--- src/rtl/demo_de0_sys_st_pkg.sv ---
// Shared constants and helpers for the demo_de0_sys Avalon-ST adapters.
package demo_de0_sys_st_pkg;

   localparam int unsigned ST_RL_MAX             = 4;
   localparam int unsigned ST_DATA_WIDTH_DEFAULT = 32;

   // Occupancy counter must represent 0..depth inclusive.
   function automatic int unsigned st_fill_width(input int unsigned depth);
      return $clog2(depth) + 1;
   endfunction

endpackage

--- src/rtl/demo_de0_sys_st_rl_fifo.sv ---
// Synchronous register-based FIFO with head read, occupancy count and full/empty flags.
module demo_de0_sys_st_rl_fifo
   import demo_de0_sys_st_pkg::*;
#(
   parameter int unsigned DATA_WIDTH = ST_DATA_WIDTH_DEFAULT,
   parameter int unsigned DEPTH      = 4,
   parameter int unsigned FILL_WIDTH = st_fill_width(DEPTH)
) (
   input  logic                  clk,
   input  logic                  reset_n,
   input  logic                  push,
   input  logic [DATA_WIDTH-1:0] push_data,
   input  logic                  pop,
   output logic [DATA_WIDTH-1:0] head_data,
   output logic [FILL_WIDTH-1:0] fill_level,
   output logic                  full,
   output logic                  empty
);

   localparam int unsigned AW = $clog2(DEPTH);

   logic [AW-1:0]         wr_ptr_q, wr_ptr_d;
   logic [AW-1:0]         rd_ptr_q, rd_ptr_d;
   logic [FILL_WIDTH-1:0] fill_q, fill_d;
   logic [DATA_WIDTH-1:0] mem_q [DEPTH];
   logic [DATA_WIDTH-1:0] mem_d [DEPTH];

   always_comb begin
      mem_d    = mem_q;
      wr_ptr_d = wr_ptr_q;
      rd_ptr_d = rd_ptr_q;
      fill_d   = fill_q;
      if (push) begin
         mem_d[wr_ptr_q] = push_data;
         wr_ptr_d        = wr_ptr_q + AW'(1);
      end
      if (pop) begin
         rd_ptr_d = rd_ptr_q + AW'(1);
      end
      case ({push, pop})
         2'b10:   fill_d = fill_q + FILL_WIDTH'(1);
         2'b01:   fill_d = fill_q - FILL_WIDTH'(1);
         default: fill_d = fill_q;
      endcase
   end

   // Storage is cleared on reset so the head reads as zero after reset.
   always_ff @(posedge clk or negedge reset_n) begin
      if (!reset_n) begin
         wr_ptr_q <= '0;
         rd_ptr_q <= '0;
         fill_q   <= '0;
         for (int unsigned i = 0; i < DEPTH; i++) begin
            mem_q[i] <= '0;
         end
      end else begin
         wr_ptr_q <= wr_ptr_d;
         rd_ptr_q <= rd_ptr_d;
         fill_q   <= fill_d;
         mem_q    <= mem_d;
      end
   end

   assign head_data  = mem_q[rd_ptr_q];
   assign fill_level = fill_q;
   assign full       = (fill_q == FILL_WIDTH'(DEPTH));
   assign empty      = (fill_q == '0);

endmodule

--- src/rtl/demo_de0_sys_st_ready_latency_adapter.sv ---
// Adapts a ready-latency-0 Avalon-ST source to a sink with READY_LATENCY 1..4,
// buffering beats in a small FIFO so both handshakes decode from registers only.
module demo_de0_sys_st_ready_latency_adapter
   import demo_de0_sys_st_pkg::*;
#(
   parameter int unsigned DATA_WIDTH    = ST_DATA_WIDTH_DEFAULT,
   parameter int unsigned READY_LATENCY = 2,
   parameter int unsigned FIFO_DEPTH    = 4,
   parameter int unsigned FILL_WIDTH    = st_fill_width(FIFO_DEPTH)
) (
   input  logic                  clk,
   input  logic                  reset_n,
   output logic                  in_ready,
   input  logic                  in_valid,
   input  logic [DATA_WIDTH-1:0] in_data,
   input  logic                  out_ready,
   output logic                  out_valid,
   output logic [DATA_WIDTH-1:0] out_data,
   output logic [FILL_WIDTH-1:0] fill_level
);

   if (READY_LATENCY < 1 || READY_LATENCY > ST_RL_MAX) begin : g_bad_rl
      $error("READY_LATENCY out of range");
   end

   logic                     run_q, run_d;
   logic [READY_LATENCY-1:0] ready_pipe_q, ready_pipe_d;
   logic                     ready_d;
   logic                     push, pop;
   logic                     full, empty;

   always_comb begin
      run_d           = 1'b1;
      ready_pipe_d    = '0;
      ready_pipe_d[0] = out_ready;
      for (int unsigned i = 1; i < READY_LATENCY; i++) begin
         ready_pipe_d[i] = ready_pipe_q[i-1];
      end
   end

   always_ff @(posedge clk or negedge reset_n) begin
      if (!reset_n) begin
         run_q        <= 1'b0;
         ready_pipe_q <= '0;
      end else begin
         run_q        <= run_d;
         ready_pipe_q <= ready_pipe_d;
      end
   end

   // Oldest stage: out_ready as sampled READY_LATENCY cycles ago grants this cycle's slot.
   assign ready_d   = ready_pipe_q[READY_LATENCY-1];
   assign in_ready  = run_q & ~full;
   assign out_valid = ready_d & ~empty;
   assign push      = in_valid & in_ready;
   assign pop       = out_valid;

   demo_de0_sys_st_rl_fifo #(
      .DATA_WIDTH (DATA_WIDTH),
      .DEPTH      (FIFO_DEPTH),
      .FILL_WIDTH (FILL_WIDTH)
   ) u_fifo (
      .clk        (clk),
      .reset_n    (reset_n),
      .push       (push),
      .push_data  (in_data),
      .pop        (pop),
      .head_data  (out_data),
      .fill_level (fill_level),
      .full       (full),
      .empty      (empty)
   );

endmodule

--- config.mk ---
export PLATFORM = sky130hd
export DESIGN_NAME = demo_de0_sys_st_ready_latency_adapter
export DESIGN_NICKNAME = d
export VERILOG_FILES = /design/src/rtl/demo_de0_sys_st_pkg.sv /design/src/rtl/demo_de0_sys_st_rl_fifo.sv /design/src/rtl/demo_de0_sys_st_ready_latency_adapter.sv
export SDC_FILE = /design/constraint.sdc
export NUM_CORES = 1
export LEC_CHECK = 0
export CAP_MARGIN = 40
export CORE_MARGIN = 1.5
export CORE_UTILIZATION = 45
export DETAILED_ROUTE_END_ITERATION = 12
export PLACE_DENSITY = 0.76
export RECOVER_POWER = 100
export SYNTH_ARGS = -nofsm -noshare
export SYNTH_HDL_FRONTEND = slang
export SYNTH_SLANG_ARGS = --single-unit
--- constraint.sdc ---
create_clock -name clk -period 2.4 [get_ports clk]
set_input_delay 0.36 -clock clk [delete_from_list [all_inputs] [get_ports clk]]
set_output_delay 0.36 -clock clk [all_outputs]
set_load 0.02 [all_outputs]
==> flow_metrics.env <==
export IMPL_grt_max_degree=58
export IMPL_placedCellCount=591
export IMPL_insertion_delay_ns=0.42
export IMPL_synth_compound_area_frac=0.00165
export IMPL_period_needed_ns=2.29
export IMPL_netlist_instances=350
export IMPL_synth_top_area_frac=0.569
export IMPL_synth_edf_count=0
export IMPL_relSlewSlack=0.0413
export IMPL_switchingPower_mw=3.72
export IMPL_grt_setup_unrepaired="false"
export IMPL_synth_xor_area_frac=0.00865
export IMPL_cts_sinks=138
export IMPL_clockRootBuffer="clkbuf_16"
export IMPL_vias_per_cell=5.29
export IMPL_pre_cts_ws_ns=0.296
export IMPL_synth_simple_area_share=0.0152
export IMPL_final_nets=477
export IMPL_reg2reg_from="u_fifo.fill_level[2]"
export IMPL_fin_worst_skew_ns=0.00557
export IMPL_antenna_found_initial=0
export IMPL_ios=73
export IMPL_drive_gt1_frac=0.475
export IMPL_min_path_cells=0
export IMPL_pwr_share_seq=0.364
export IMPL_rr_worst_depth=5
export IMPL_busiest_layer="met2"
export IMPL_finalNonFillerCells=624
export IMPL_start_kind="register"
export IMPL_ys_top_cells_by_area="dfrtp_1 (57%), mux2_2 (24%), mux4_2 (12%)"
export IMPL_grt_pass1_wl_mm=19.6
export IMPL_slew_violations=0
export IMPL_fmax_ghz=0.436
export IMPL_grt_pass1_vias=3747
export IMPL_min_to="ready_pipe_q[1]"
export IMPL_synth_avg_cell_area_um2=17.3
export IMPL_synthDistinctLibCells=19
export IMPL_core_mm2=0.0132
export IMPL_setup_slack_ns=0.107
export IMPL_grt_usage=0.181
export IMPL_clockBufferDepth=2
export IMPL_die_area_mm2=0.0142
export IMPL_syn_area_mm2=0.00607
export IMPL_globalplace_congestion=0.711
export IMPL_p_leak_nw=3.18
export IMPL_yosysSeqAreaShare=0.569
export IMPL_diodes=0
export IMPL_combPwrFrac=0.416
export IMPL_r2r_end="u_fifo.mem_q[26]"
export IMPL_synthArstFlopShare=1.00
export IMPL_clock_power_share=0.220
export IMPL_synth_mux_area_frac=0.360
export IMPL_drc=0
export IMPL_die_w_um=119
export IMPL_port_buffers=72
export IMPL_synth_adder_area_share=0.0136
export IMPL_ctsHtreeMaxLevel=4
export IMPL_gr_usage_met1=0.223
export IMPL_wl_per_cell_um=18.5
export IMPL_cp_data_required_time_ns=2.04
export IMPL_syn2layout_area_growth_pct=23.9
export IMPL_die_height_um=119
export IMPL_firstDrtPassIters=4
export IMPL_crit_slowest_cell="dlygate4sd3_1"
export IMPL_crit_type="reg2out"
export IMPL_crit_fanout=5
export IMPL_post_cts_setup_buffers=0
export IMPL_rows=42
export IMPL_power_per_cell_area_mw_per_mm2=1500
export IMPL_tns_ns=0
export IMPL_cts_buffers=17
export IMPL_num_vias=3302
export IMPL_status="completed"
export IMPL_path_clk_slew_ns=0.06
export IMPL_vdd_drop_max_mv=0.942
export IMPL_min_path_type="reg2reg"
export IMPL_tightest_slew_ns=1.44
export IMPL_antenna_left=0
export IMPL_startpoint="u_fifo.fill_level[0]"
export IMPL_grt_remaining_overflow=0
export IMPL_synth_warning_count=0
export IMPL_synthFlopType="dfrtp_1"
export IMPL_crit_path_end_kind="output pin"
export IMPL_place_area_mm2=0.00707
export IMPL_cts_tree="yes"
export IMPL_use_met3=0.0441
export IMPL_intPower_mw=7.54
export IMPL_swShare=0.330
export IMPL_worstHoldStart="ready_pipe_q[0]"
export IMPL_hold_viol_final=0
export IMPL_drt_iter0_drc=115
export IMPL_use_met2=0.312
export IMPL_initial_core_util=0.460
export IMPL_fin_crit_sh=0.955
export IMPL_reg2reg_slack_ns=0.21
export IMPL_routed_wl_mm=11.6
export IMPL_maxCapViolations=0
export IMPL_place_hpwl_mm=7.24
export IMPL_synth_top_family_by_area="multiplexers"
export IMPL_synth_top_area_cell="dfrtp_1"
export IMPL_cp_cell_sequence="o31a_2, dlygate4sd3_1"
export IMPL_ys_ff_latch=138
export IMPL_setup_viol=0
export IMPL_stdcell_area_mm2=0.00752
export IMPL_synth_fp_nets=392
export IMPL_crit_arrival_ns=1.93
export IMPL_total_power_mw=11.3
export IMPL_cpPeakStageDelay_ns=0.67
==> cell families (layout without fill, tap and decap cells) <==
group | count (synthesis) | count (layout)
multiplexers | 162 | 162
flip-flops | 138 | 138
buffers and inverters | 26 | 124
AND/OR/NAND/NOR | 10 | 10
adder cells (fa/ha/maj) | 6 | 6
XOR/XNOR | 6 | 6
other | 1 | 1
AO/OA/AOI/OAI | 1 | 1
==> how the worst max path moves through the flow <==
stage | end | slack (ns) | cells after the start
after floorplan | u_fifo.fill_level[2] | 0.33 | 9
after global placement | u_fifo.fill_level[2] | 0.34 | 10
after detailed placement | u_fifo.fill_level[2] | 0.30 | 10
after CTS | out_data[1] | 0.08 | 3
after global routing | out_data[1] | 0.05 | 3
final | out_valid | 0.11 | 2
==> flip-flops by register name, summed over array words and instances (netlist names) <==
register and cells:
u_fifo.rd_ptr_q 2, run_q 1, ready_pipe_q 2, u_fifo.fill_level 3, u_fifo.mem_q 128, u_fifo.wr_ptr_q 2
==> layout make-up <==
| cell class | count | area, um2 |
|---|---|---|
| Fill cell | 1042 | 5670 |
| Inverter | 6 | 22.5 |
| Tap cell | 176 | 220 |
| Multi-Input combinational cell | 186 | 2440 |
| Clock inverter | 15 | 144 |
| Sequential cell | 138 | 3460 |
| Clock buffer | 17 | 425 |
| Timing Repair Buffer | 86 | 817 |
==> metrics by stage <==
| step | hold WS, ns | utilization |
|---|---|---|
| 2_1_floorplan | 0.0644 | - |
| 3_5_place_dp | 0.343 | 0.536 |
| 6_report | 0.354 | 0.570 |
| 4_1_cts | 0.356 | 0.577 |
| 5_1_grt | 0.368 | 0.570 |
| 3_3_place_gp | 0.333 | 0.536 |
==> metal layers <==
layer,up-vias,routed length (um)
li1,1471,-
met1,1744,4950
met2,69,6010
met3,18,423
met4,0,187
met5,-,0
==> cell usage after synthesis, drive strengths merged, types with 2 or more instances <==
master and count:
dfrtp 138, mux2 129, mux4 32, buf 17, inv 6, ha 5, nor3b 5, clkbuf 3
xnor2 3, xor2 3, nand2 2, nor2 2
==> power by group through the flow <==
stage                     Sequential [mW]  Combinational (mW)  Clock, mW
after floorplan                      3.93                3.43          0
after global placement               4.04                5.12          0
after detailed placement             4.14                5.23          0
after CTS                            4.10                4.85       2.53
after global routing                 4.24                5.03       2.65
final                                4.09                4.69       2.48
==> placed cells by master, fill, tap and decap left out, types with 4 or more instances in the layout <==
master / n
dfrtp_1: 136
mux2_2: 129
clkdlybuf4s50_1: 34
mux4_2: 32
dlygate4sd2_1: 32
clkbuf_16: 17
inv_1: 6
dlygate4sd3_1: 6
ha_1: 5
inv_6: 5
nor3b_4: 4
clkinv_4: 4
clkinvlp_4: 4
clkbuf_4: 4
==> worst max-delay path, delay by kind of cell, from the launching register on <==
family                 cells  cell delay [ns]
buffers and inverters      1             0.67
DFF                        1             0.45
AOI/OAI and AO/OA          1             0.40
==> timing repair <==
action / CTS / global route
resized for setup: 32 / 0
setup endpoints to repair: 32 / 0
hold buffers: 1 / 0
hold endpoints to repair: 55 / 0
Note: power is estimated with default switching activity, not from simulation.
==> variant, RTL diff (same settings) <==
Make the reset (`reset_n`) synchronous in 2 clocked blocks.
--- a/src/rtl/demo_de0_sys_st_rl_fifo.sv
+++ b/src/rtl/demo_de0_sys_st_rl_fifo.sv
@@ -45,7 +45,7 @@
    end
 
    // Storage is cleared on reset so the head reads as zero after reset.
-   always_ff @(posedge clk or negedge reset_n) begin
+   always_ff @(posedge clk) begin
       if (!reset_n) begin
          wr_ptr_q <= '0;
          rd_ptr_q <= '0;
--- a/src/rtl/demo_de0_sys_st_ready_latency_adapter.sv
+++ b/src/rtl/demo_de0_sys_st_ready_latency_adapter.sv
@@ -38,7 +38,7 @@
       end
    end
 
-   always_ff @(posedge clk or negedge reset_n) begin
+   always_ff @(posedge clk) begin
       if (!reset_n) begin
          run_q        <= 1'b0;
          ready_pipe_q <= '0;
Formal check against the unedited RTL: differs if reset_n is asserted again (counterexample within 4 cycles, from zero or initial values and one cycle with reset_n low); with reset_n held inactive, the same outputs for 4 cycles.
==> variant against the original RTL <==
- sequential cell count unchanged
- area after synthesis decreased by 0.60%
- first-iteration DRC count increased by 87%
- wire length increased by 11%
- setup slack about the same
- final area decreased by 0.86%
- fmax about the same
Power is not compared: it rests on default switching activity, and its combinational part moved more than twofold at a synthesized area within 25%.
==> variant: results (changes against the original RTL) <==
Syn Nets - 586 (+49%)
Signal buf overhead - 0.116 (+0.00732)
Main synth FF type - dfxtp_1
largest net degree at the start of global routing - 50 (-14%)
GRT met3 Usage - 0.0484 (+0.00431)
Crit path largest cell delay - 0.56 ns (-0.11 ns)
Worst Skew - 0.00488 ns (-0.000691 ns)
share of layout cells above drive strength 1 - 0.133 (-0.342)
met1 WL - 5490 um (+11%)
total track usage - 0.192 (+0.0103)
via count of the first global-routing pass - 4,421 (+18%)
Yosys cell types - 26 (+7)
Min-Delay Path Depth - 1 (+1)
first-pass GRT wire length - 21,200 um (+8.2%)
Worst Hold End - ready_pipe_q[1]$_SDFF_PN0_
Worst Path Max Fanout - 16 (+11)
Crit path max-delay family - multiplexers
diode count - 1 (+1)
Post-synth ARST share - 0 (-1.00)
register area share after synthesis - 0.458 (-0.111)
crit path launch - u_fifo.rd_ptr_q[0]$_SDFFE_PN0P_
status - finished, final reports clean
Post-DP Area - 0.00689 mm^2 (-2.5%)
Worst path slowest cell - mux4_2
Multi-In Gates - 357 (+92%)
Fillers - 1,104 (+6.0%)
RR Endpoint - u_fifo.mem_q[122]$_SDFFE_PN0P_
met1 Usage GRT - 0.221 (-0.00191)
Final HPWL DP - 8270 um (+14%)
clock buffers - 21 (+4)
register area - 0.00277 mm^2 (-20%)
min-delay src - ready_pipe_q[0]$_SDFF_PN0_
Die Span X - 119 um (-0.29%)
top post-synthesis cells by area - dfxtp_1 46%, mux2i_1 21%, mux4_2 12%, nand2_1 10%, buf_8 3.0%
met3 routed wirelength - 578 um (+37%)
Worst setup endpoint - out_data[17]
RePlAce Congestion - 0.699 (-1.6%)
fraction of area in multi-input gates - 0.390 (+0.0656)
[variant: per-stage QoR]
stage / setup WS [ns] / util / hold WS (ns) / instances / power (W)
after floorplan: 0.208 / - / 0.388 / 544 / 0.00270
after global placement: 0.146 / 0.522 / 0.414 / 767 / 0.00287
after detailed placement: 0.0352 / 0.522 / 0.421 / 767 / 0.00288
after CTS: 0.0834 / 0.571 / 0.435 / 800 / 0.00583
after global routing: 0.0275 / 0.565 / 0.446 / 800 / 0.00595
final: 0.107 / 0.565 / 0.431 / 801 / 0.00577
[variant: what timing repair did]
item / CTS / global route
gates resized for setup: 32 / 0
endpoints found under the setup margin: 33 / 0
buffers inserted: 1 / 0
[variant: cell families after synthesis]
logic type,synth area share
fa+ha+maj,0.0137
compound gates,0.00808
flops,0.458
mux,0.333
simple gates,0.121
xor+xnor,0.00581
buf+inv,0.0607
